`src/rtl/alu_seq_param.sv`:
```
// Multi-cycle unsigned ALU: add, sub, shift-add multiply and restoring 2W/W divide.
// Operands arrive serially after a _begin strobe; results leave as one or two registered words.
module alu_seq_param #(
  parameter int unsigned WIDTH = 8
) (
  input  logic             clk,
  input  logic             rst,
  input  logic             _begin,
  input  logic [1:0]       op,
  input  logic [WIDTH-1:0] in,
  output logic [WIDTH-1:0] out,
  output logic [3:0]       flags,
  output logic             valid,
  output logic             _end,
  output logic             busy
);

  localparam int unsigned W  = WIDTH;
  localparam int unsigned CW = $clog2(WIDTH);

  localparam logic [1:0] OP_ADD = 2'b00;
  localparam logic [1:0] OP_SUB = 2'b01;
  localparam logic [1:0] OP_MUL = 2'b10;
  localparam logic [1:0] OP_DIV = 2'b11;

  typedef enum logic [2:0] {
    S_IDLE = 3'd0,
    S_LD_A = 3'd1,
    S_LD_B = 3'd2,
    S_LD_C = 3'd3,
    S_CALC = 3'd4,
    S_OUT1 = 3'd5,
    S_OUT2 = 3'd6
  } state_t;

  state_t        state_q, state_d;
  logic [1:0]    op_q, op_d;
  logic [W-1:0]  a_q, a_d;
  logic [W-1:0]  hi_q, hi_d;
  logic [W-1:0]  lo_q, lo_d;
  logic [W-1:0]  d_q, d_d;
  logic [CW-1:0] cnt_q, cnt_d;
  logic [W-1:0]  word2_q, word2_d;
  logic [W-1:0]  out_q, out_d;
  logic [3:0]    flags_q, flags_d;
  logic          valid_q, valid_d;
  logic          end_q, end_d;
  logic          busy_q, busy_d;

  // Single-cycle add/sub results with carry/borrow in the top bit
  logic [W:0]   add_res, sub_res;
  logic         add_ovf, sub_ovf;
  // One shift-add multiply step: {hi,lo} accumulates product, lo holds remaining multiplier bits
  logic [W:0]   mul_sum;
  logic [W-1:0] mul_hi, mul_lo;
  // One restoring-divide step: hi holds the partial remainder, lo shifts dividend out / quotient in
  logic [W:0]   div_sh, div_diff;
  logic         div_ge, div_err;
  logic [W-1:0] div_rem, div_quo;
  logic         last_step;

  assign add_res  = {1'b0, a_q} + {1'b0, lo_q};
  assign sub_res  = {1'b0, a_q} - {1'b0, lo_q};
  assign add_ovf  = (a_q[W-1] == lo_q[W-1]) && (add_res[W-1] != a_q[W-1]);
  assign sub_ovf  = (a_q[W-1] != lo_q[W-1]) && (sub_res[W-1] != a_q[W-1]);

  assign mul_sum  = {1'b0, hi_q} + (lo_q[0] ? {1'b0, a_q} : {(W+1){1'b0}});
  assign mul_hi   = mul_sum[W:1];
  assign mul_lo   = {mul_sum[0], lo_q[W-1:1]};

  assign div_sh   = {hi_q, lo_q[W-1]};
  assign div_diff = div_sh - {1'b0, d_q};
  assign div_ge   = (div_sh >= {1'b0, d_q});
  assign div_rem  = div_ge ? div_diff[W-1:0] : div_sh[W-1:0];
  assign div_quo  = {lo_q[W-2:0], div_ge};
  // Quotient cannot fit in W bits when the high dividend word reaches the divisor (covers D==0)
  assign div_err  = (hi_q >= d_q);

  assign last_step = (cnt_q == CW'(W - 1));

  always_comb begin
    state_d = state_q;
    op_d    = op_q;
    a_d     = a_q;
    hi_d    = hi_q;
    lo_d    = lo_q;
    d_d     = d_q;
    cnt_d   = cnt_q;
    word2_d = word2_q;
    out_d   = '0;
    flags_d = '0;
    valid_d = 1'b0;
    end_d   = 1'b0;

    case (state_q)
      S_IDLE: begin
        if (_begin) begin
          op_d    = op;
          state_d = S_LD_A;
        end
      end
      S_LD_A: begin
        a_d     = in;
        hi_d    = in;
        state_d = S_LD_B;
      end
      S_LD_B: begin
        lo_d  = in;
        cnt_d = '0;
        if (op_q == OP_DIV) begin
          state_d = S_LD_C;
        end else begin
          if (op_q == OP_MUL) hi_d = '0;
          state_d = S_CALC;
        end
      end
      S_LD_C: begin
        d_d     = in;
        state_d = S_CALC;
      end
      S_CALC: begin
        case (op_q)
          OP_ADD: begin
            out_d   = add_res[W-1:0];
            flags_d = {1'b0, add_ovf, add_res[W], (add_res[W-1:0] == '0)};
            valid_d = 1'b1;
            end_d   = 1'b1;
            state_d = S_OUT1;
          end
          OP_SUB: begin
            out_d   = sub_res[W-1:0];
            flags_d = {1'b0, sub_ovf, sub_res[W], (sub_res[W-1:0] == '0)};
            valid_d = 1'b1;
            end_d   = 1'b1;
            state_d = S_OUT1;
          end
          OP_MUL: begin
            hi_d  = mul_hi;
            lo_d  = mul_lo;
            cnt_d = cnt_q + CW'(1);
            if (last_step) begin
              out_d   = mul_hi;
              word2_d = mul_lo;
              flags_d = {3'b000, ({mul_hi, mul_lo} == '0)};
              valid_d = 1'b1;
              state_d = S_OUT1;
            end
          end
          default: begin
            if ((cnt_q == '0) && div_err) begin
              out_d   = '1;
              word2_d = '0;
              flags_d = 4'b1000;
              valid_d = 1'b1;
              state_d = S_OUT1;
            end else begin
              hi_d  = div_rem;
              lo_d  = div_quo;
              cnt_d = cnt_q + CW'(1);
              if (last_step) begin
                out_d   = div_quo;
                word2_d = div_rem;
                flags_d = {3'b000, (div_quo == '0)};
                valid_d = 1'b1;
                state_d = S_OUT1;
              end
            end
          end
        endcase
      end
      S_OUT1: begin
        if (op_q[1]) begin
          out_d   = word2_q;
          flags_d = flags_q;
          valid_d = 1'b1;
          end_d   = 1'b1;
          state_d = S_OUT2;
        end else begin
          state_d = S_IDLE;
        end
      end
      S_OUT2: begin
        state_d = S_IDLE;
      end
      default: begin
        state_d = S_IDLE;
      end
    endcase

    busy_d = (state_d != S_IDLE);
  end

  always_ff @(posedge clk or negedge rst) begin
    if (!rst) begin
      state_q <= S_IDLE;
      op_q    <= '0;
      a_q     <= '0;
      hi_q    <= '0;
      lo_q    <= '0;
      d_q     <= '0;
      cnt_q   <= '0;
      word2_q <= '0;
      out_q   <= '0;
      flags_q <= '0;
      valid_q <= 1'b0;
      end_q   <= 1'b0;
      busy_q  <= 1'b0;
    end else begin
      state_q <= state_d;
      op_q    <= op_d;
      a_q     <= a_d;
      hi_q    <= hi_d;
      lo_q    <= lo_d;
      d_q     <= d_d;
      cnt_q   <= cnt_d;
      word2_q <= word2_d;
      out_q   <= out_d;
      flags_q <= flags_d;
      valid_q <= valid_d;
      end_q   <= end_d;
      busy_q  <= busy_d;
    end
  end

  assign out   = out_q;
  assign flags = flags_q;
  assign valid = valid_q;
  assign _end  = end_q;
  assign busy  = busy_q;

endmodule

```
`config.mk`:
```
export PLATFORM = sky130hd
export DESIGN_NAME = alu_seq_param
export DESIGN_NICKNAME = d
export VERILOG_FILES = /design/src/rtl/alu_seq_param.sv
export SDC_FILE = /design/constraint.sdc
export NUM_CORES = 1
export LEC_CHECK = 0
export ABC_CLOCK_PERIOD_IN_PS = 5200
export BUFFER_PORTS_ARGS = -buffer_cell sky130_fd_sc_hd__buf_2
export CAP_MARGIN = 5
export CORE_ASPECT_RATIO = 0.8
export CORE_MARGIN = 3
export CORE_UTILIZATION = 56
export DETAILED_ROUTE_END_ITERATION = 8
export GPL_TIMING_DRIVEN = 0
export PLACE_DENSITY_LB_ADDON = 0.3
export REMOVE_ABC_BUFFERS = 1
export SLEW_MARGIN = 25
export SYNTH_ARGS = -nofsm -noshare
export SYNTH_HDL_FRONTEND = slang
export SYNTH_SLANG_ARGS = --single-unit
```
`constraint.sdc`:
```
create_clock -name clk -period 5.2 [get_ports clk]
set_input_delay 0.78 -clock clk [delete_from_list [all_inputs] [get_ports clk]]
set_output_delay 0.78 -clock clk [all_outputs]
set_load 0.01 [all_outputs]
```
# Word level (Yosys, flattened, before mapping)
# Cells that the tools add are included.
totals:
  output_inout_bits: 15
  register_bits: 63
  elab_cells: 102
classes:
  n_eq_ne: 19
  n_reduce_logical: 19
  n_bitwise: 1
  mux: 43
  n_lt_le_gt_ge: 2
  n_addsub: 5
op_table:
  columns: ["op", "n"]
  rows:
  - ["8-bit two-way mux", 13]
  - ["8-bit case mux with 2 select lines", 5]
  - ["8-bit case mux with 3 select lines", 2]
  - ["8-bit zero test", 3]
  - ["8-bit by 8-bit adder with 9-bit output", 2]
  - ["3-bit two-way mux", 6]
  - ["3-bit case mux with 2 select lines", 3]
  - ["3-bit case mux with 6 select lines", 1]
  - ["16-bit zero test", 1]
  - ["4-bit case mux with 3 select lines", 1]
  - ["2-bit inequality test (second input constant)", 5]
  - ["3-bit == test (second input constant)", 3]
  - ["9-bit by 8-bit greater-or-equal comparator with 1-bit output", 1]
  - ["8-bit by 8-bit subtractor with 9-bit output", 1]
  - ["8-bit greater-or-equal comparator", 1]
  - ["4-bit two-way mux", 2]
  - ["4-bit case mux with 2 select lines", 1]
  - ["8-bit subtractor", 1]
  - ["3-bit by 2-bit == test with 1-bit output (second input constant)", 2]
  - ["3-bit zero test", 2]
  - ["1-bit two-way mux", 6]
  - ["1-bit case mux with 2 select lines", 3]
  - ["3-bit nonzero test", 2]
  - ["5-bit AND reduction", 1]
  - ["15 further kinds", 21]

# Depth between registers and ports, before layout
logic_depth:
  depth_word: 6
  ltp_mapped: 11
  mapped_depth_nobuf: 11

# Least setup slack after synthesis
# No wires, ideal clock.
synth_path:
  path_kind: "reg2reg"
  from: "register lo_q[7]"
  to: "register word2_q[6]"
  required_time_ns: 5.078
  arrival_ns: 2.351
  setup_time_ns: 0.122
  path_stages_with_launch: 12
  path_slack_ns: 2.728
  synth_period_minus_slack_ns: 2.472
  path_cell_list: "dfrtp_1 -> inv_1 -> ha_1 -> inv_1 -> fa_1 -> a21o_1 -> a221o_1 -> a21oi_1 -> xor2_1 -> nor2_1 -> or2_1 -> a32o_1"
synth_between:
  elab_chain_cells: 5
  elab_cells_between_ends: 7
  cone_classes: "add/sub (1); order compare (1); mux (5)"
synth_lines:
  columns: ["element", "line", "text"]
  rows:
  - ["from (decl)", "40", "logic [W-1:0] lo_q, lo_d;"]
  - ["from (signal assigned)", "213", "lo_q <= lo_d;"]
  - ["8-bit subtractor / 9-bit by 8-bit greater-or-equal comparator with 1-bit output (equally long branches)", "72, 73", null]
  - ["8-bit two-way mux", "74", "assign div_rem = div_ge ? div_diff[W-1:0] : div_sh[W-1:0];"]
  - ["8-bit two-way mux", "160", "if (last_step) begin"]
  - ["8-bit two-way mux", "150", "if ((cnt_q == '0) && div_err) begin"]
  - ["8-bit case mux with 2 select lines *", "122", "case (op_q)"]
  - ["to (signal assigned)", "216", "word2_q <= word2_d;"]
  - ["to (decl)", "43", "logic [W-1:0] word2_q, word2_d;"]
# Every way passes the cells marked *; elsewhere a longest branch is shown, timed or not. The select of a mux whose other input is x is not followed.
# A chain may end at the register's enable or synchronous reset.

# Worst setup path after layout
layout_path:
  from: "register op_q[0]"
  to: "register hi_q[2]"
layout_between:
  elab_chain_cells: 4
  elab_cells_between_ends: 12
  cone_classes: "eq/ne (7); mux (2); reduce/logical (3)"
layout_lines:
  columns: ["element", "line", "text"]
  rows:
  - ["from (decl)", "37", "logic [1:0] op_q, op_d;"]
  - ["from (signal assigned)", "210", "op_q <= op_d;"]
  - ["2-bit by 1-bit == test with 1-bit output / 2-bit zero test (equally long branches)", "122", null]
  - ["2-bit OR reduction (no source line)", null, null]
  - ["8-bit case mux with 2 select lines / 2-bit inequality test (equally long branches)", null, null]
  - ["8-bit case mux with 3 select lines / 5-bit AND reduction (equally long branches)", null, null]
  - ["to (signal assigned)", "212", "hi_q <= hi_d;"]
  - ["to (decl)", "39", "logic [W-1:0] hi_q, hi_d;"]
# Several ways; a longest one is shown, not always the timed one.

==> flow_metrics.env <==
export IMPL_status="finished, final reports clean"
export IMPL_grt_pass1_wl_mm=23.4
export IMPL_holdBufCountCts=0
export IMPL_core_um2=8630
export IMPL_cts_clk_slew_worst_paths_ns=0.05
export IMPL_ant_nets=0
export IMPL_yosysUniqueCellTypes=71
export IMPL_post_route_period_util=0.652
export IMPL_synth_warnings=0
export IMPL_critPathKind="reg2reg"
export IMPL_synth_seq_cells=63
export IMPL_async_flop_share=1.00
export IMPL_cp_start_kind="flop"
export IMPL_die_area_um2=10200
export IMPL_clock_latency_ns=0.33
export IMPL_gr_total_overflow=0
export IMPL_synth_edff_count=0
export IMPL_post_cts_buffers=0
export IMPL_area_growth_pct=10.0
export IMPL_grt_usage=0.283
export IMPL_yosysSeqAreaShare=0.312
export IMPL_drv_cap=0
export IMPL_io_buffers=27
export IMPL_synth_compound_area_frac=0.269
export IMPL_grt_max_degree=40
export IMPL_via_per_inst=6.63
export IMPL_synth_area_um2=5060
export IMPL_diodes=0
export IMPL_required_ns=5.41
export IMPL_cts_buffers=9
export IMPL_h_tree_depth=3
export IMPL_synthSimpleGateAreaFrac=0.151
export IMPL_netlist_instances=567
export IMPL_numClockSinks=63
export IMPL_wl_per_cell_um=20.3
export IMPL_fillers=737
export IMPL_die_width_um=112
export IMPL_min_period_ns=3.39
export IMPL_timing_hold_ws_ns=0.399
export IMPL_grt_pass1_vias=4521
export IMPL_cts_tree="done"
export IMPL_hold_class="in2async"
export IMPL_final_cell_mix="dfrtp_1, a21oi_1, nand2_1"
export IMPL_start_util=0.586
export IMPL_drc=0
export IMPL_synth_top_family_by_area="compound AO/OA/AOI/OAI gates"
export IMPL_totalWireLength_mm=14.1
export IMPL_setup_viol=0
export IMPL_drt_pass1_iterations=5
export IMPL_die_h_um=91.0
export IMPL_crit_fanout=20
export IMPL_ctsResizeCount=0
export IMPL_final_max_slew_viol_count=0
export IMPL_worstMarginPinSlew_ns=0.897
export IMPL_finalSetupTns_ns=0
export IMPL_clock_skew_ns=0.00726
export IMPL_nets=638
export IMPL_place_gp_congestion=0.905
export IMPL_synthXorXnorAreaFrac=0.0329
export IMPL_rsz0062_at_grt="false"
export IMPL_drt_iter0_markers=553
export IMPL_io_pins=28
export IMPL_relSlewSlack=0.402
export IMPL_hpwl_mm=10.3
export IMPL_clk_path_buf_depth=2
export IMPL_row_count=30
export IMPL_worstPathArrival_ns=3.60
export IMPL_syn_avg_cell_area_um2=8.92
export IMPL_hold_viol_final=0
export IMPL_synth_main_ff_cell="dfrtp_1"
export IMPL_endpoint_kind="flop"
export IMPL_drive_above_1_share=0.137
export IMPL_muxShareOfSynthArea=0.0596
export IMPL_max_freq_mhz=295
export IMPL_cts_root_buf="clkbuf_16"
export IMPL_antenna_found_initial=0
export IMPL_mostFrequentLayoutCell="dfrtp_1"
export IMPL_vias=4609
export IMPL_synth_fa_ha_area_frac=0.122
==> cells in the mapped netlist, drive strengths merged, types with 3 or more instances <==
library cell	n	area (um^2)
mux2	17	191
o22ai	6	37.5
xor2	7	61.3
inv	33	124
clkbuf	14	52.6
nand2	53	199
a221o	3	30.0
a32o	6	60.1
a22o	6	52.6
buf	15	91.3
nor3b	3	22.5
xnor2	12	105
a31oi	8	65.1
o211ai	7	57.6
nor3	6	35.0
and3	8	50.1
nand2b	11	68.8
nand3	12	60.1
a21o	13	97.6
a21oi	55	275
dfrtp	63	1580
nor4b	4	41.3
a211oi	9	85.1
mux2i	11	110
o221ai	3	26.3
o31ai	10	75.1
nor2b	6	37.5
o21ai	34	181
fa	4	80.1
nor2	31	116
nor4	3	18.8
ha	43	538
and2	8	50.1
o21bai	7	52.6
o21a	4	37.5
==> state kept, by name, indices dropped and copies added (netlist names), 2 cells and up <==
| name | cells |
|---|---|
| a_q | 8 |
| cnt_q | 3 |
| d_q | 8 |
| flags | 4 |
| hi_q | 8 |
| lo_q | 8 |
| op_q | 2 |
| out | 8 |
| state_q | 3 |
| word2_q | 8 |
==> worst max-delay path: stages, from the launching register on <==
cell      delay [ns]
dfrtp_1         0.77
clkinv_1        0.49
nand2_1         0.68
nor2_1          0.17
a311oi_2        0.75
nor2_1          0.18
a21o_1          0.23
==> through the flow <==
stage                      util  setup WS [ns]  std cells  area (um^2)
after floorplan               -           2.21        538         4920
after global placement    0.601           1.27        677         5190
after detailed placement  0.607           2.00        679         5240
after CTS                 0.644           1.93        695         5560
after global routing      0.645           1.67        695         5570
final                     0.645           1.81        695         5570
==> logic make-up (layout without fill, tap and decap cells) <==
group,count (synthesis),count (layout)
compound gates,193,193
simple gates,154,154
flops,63,63
buf+inv,63,79
fa+ha+maj,47,47
mux,28,28
xor+xnor,19,19
==> layer usage <==
layer,track usage,part of all wire,vias to the layer above
met4,0.0811,0.017,0
li1,-,-,2104
met5,0,0,-
met2,0.433,0.46,249
met1,0.398,0.44,2229
met3,0.0700,0.086,27
==> final cells by class <==
class                   count  area, um^2  share of cell area
inverters                  34         128              0.0229
repair buffers             29         169              0.0303
flip-flops and latches     63        1580               0.283
clock inverters             3        65.1              0.0117
multi-input cells         441        3230               0.580
well taps                 112         140              0.0252
clock buffers              13         260              0.0468
==> worst paths after layout <==
kind	startpoint	end	slack, ns	cells after the start
min in group clk	word2_q[1]	out[1]	0.49	2
max in group asynchronous	rst	op_q[1]	4.26	2
worst max register to register	op_q[0]	hi_q[2]	1.81	6
worst min register to register	word2_q[1]	out[1]	0.49	2
worst max-delay path	op_q[0]	hi_q[2]	1.81	6
worst min-delay path	rst	cnt_q[2]	0.40	1
Power is left out: the tool's default activity adds up to more than one toggle a clock period on the data nets, which glitch-free logic cannot reach.
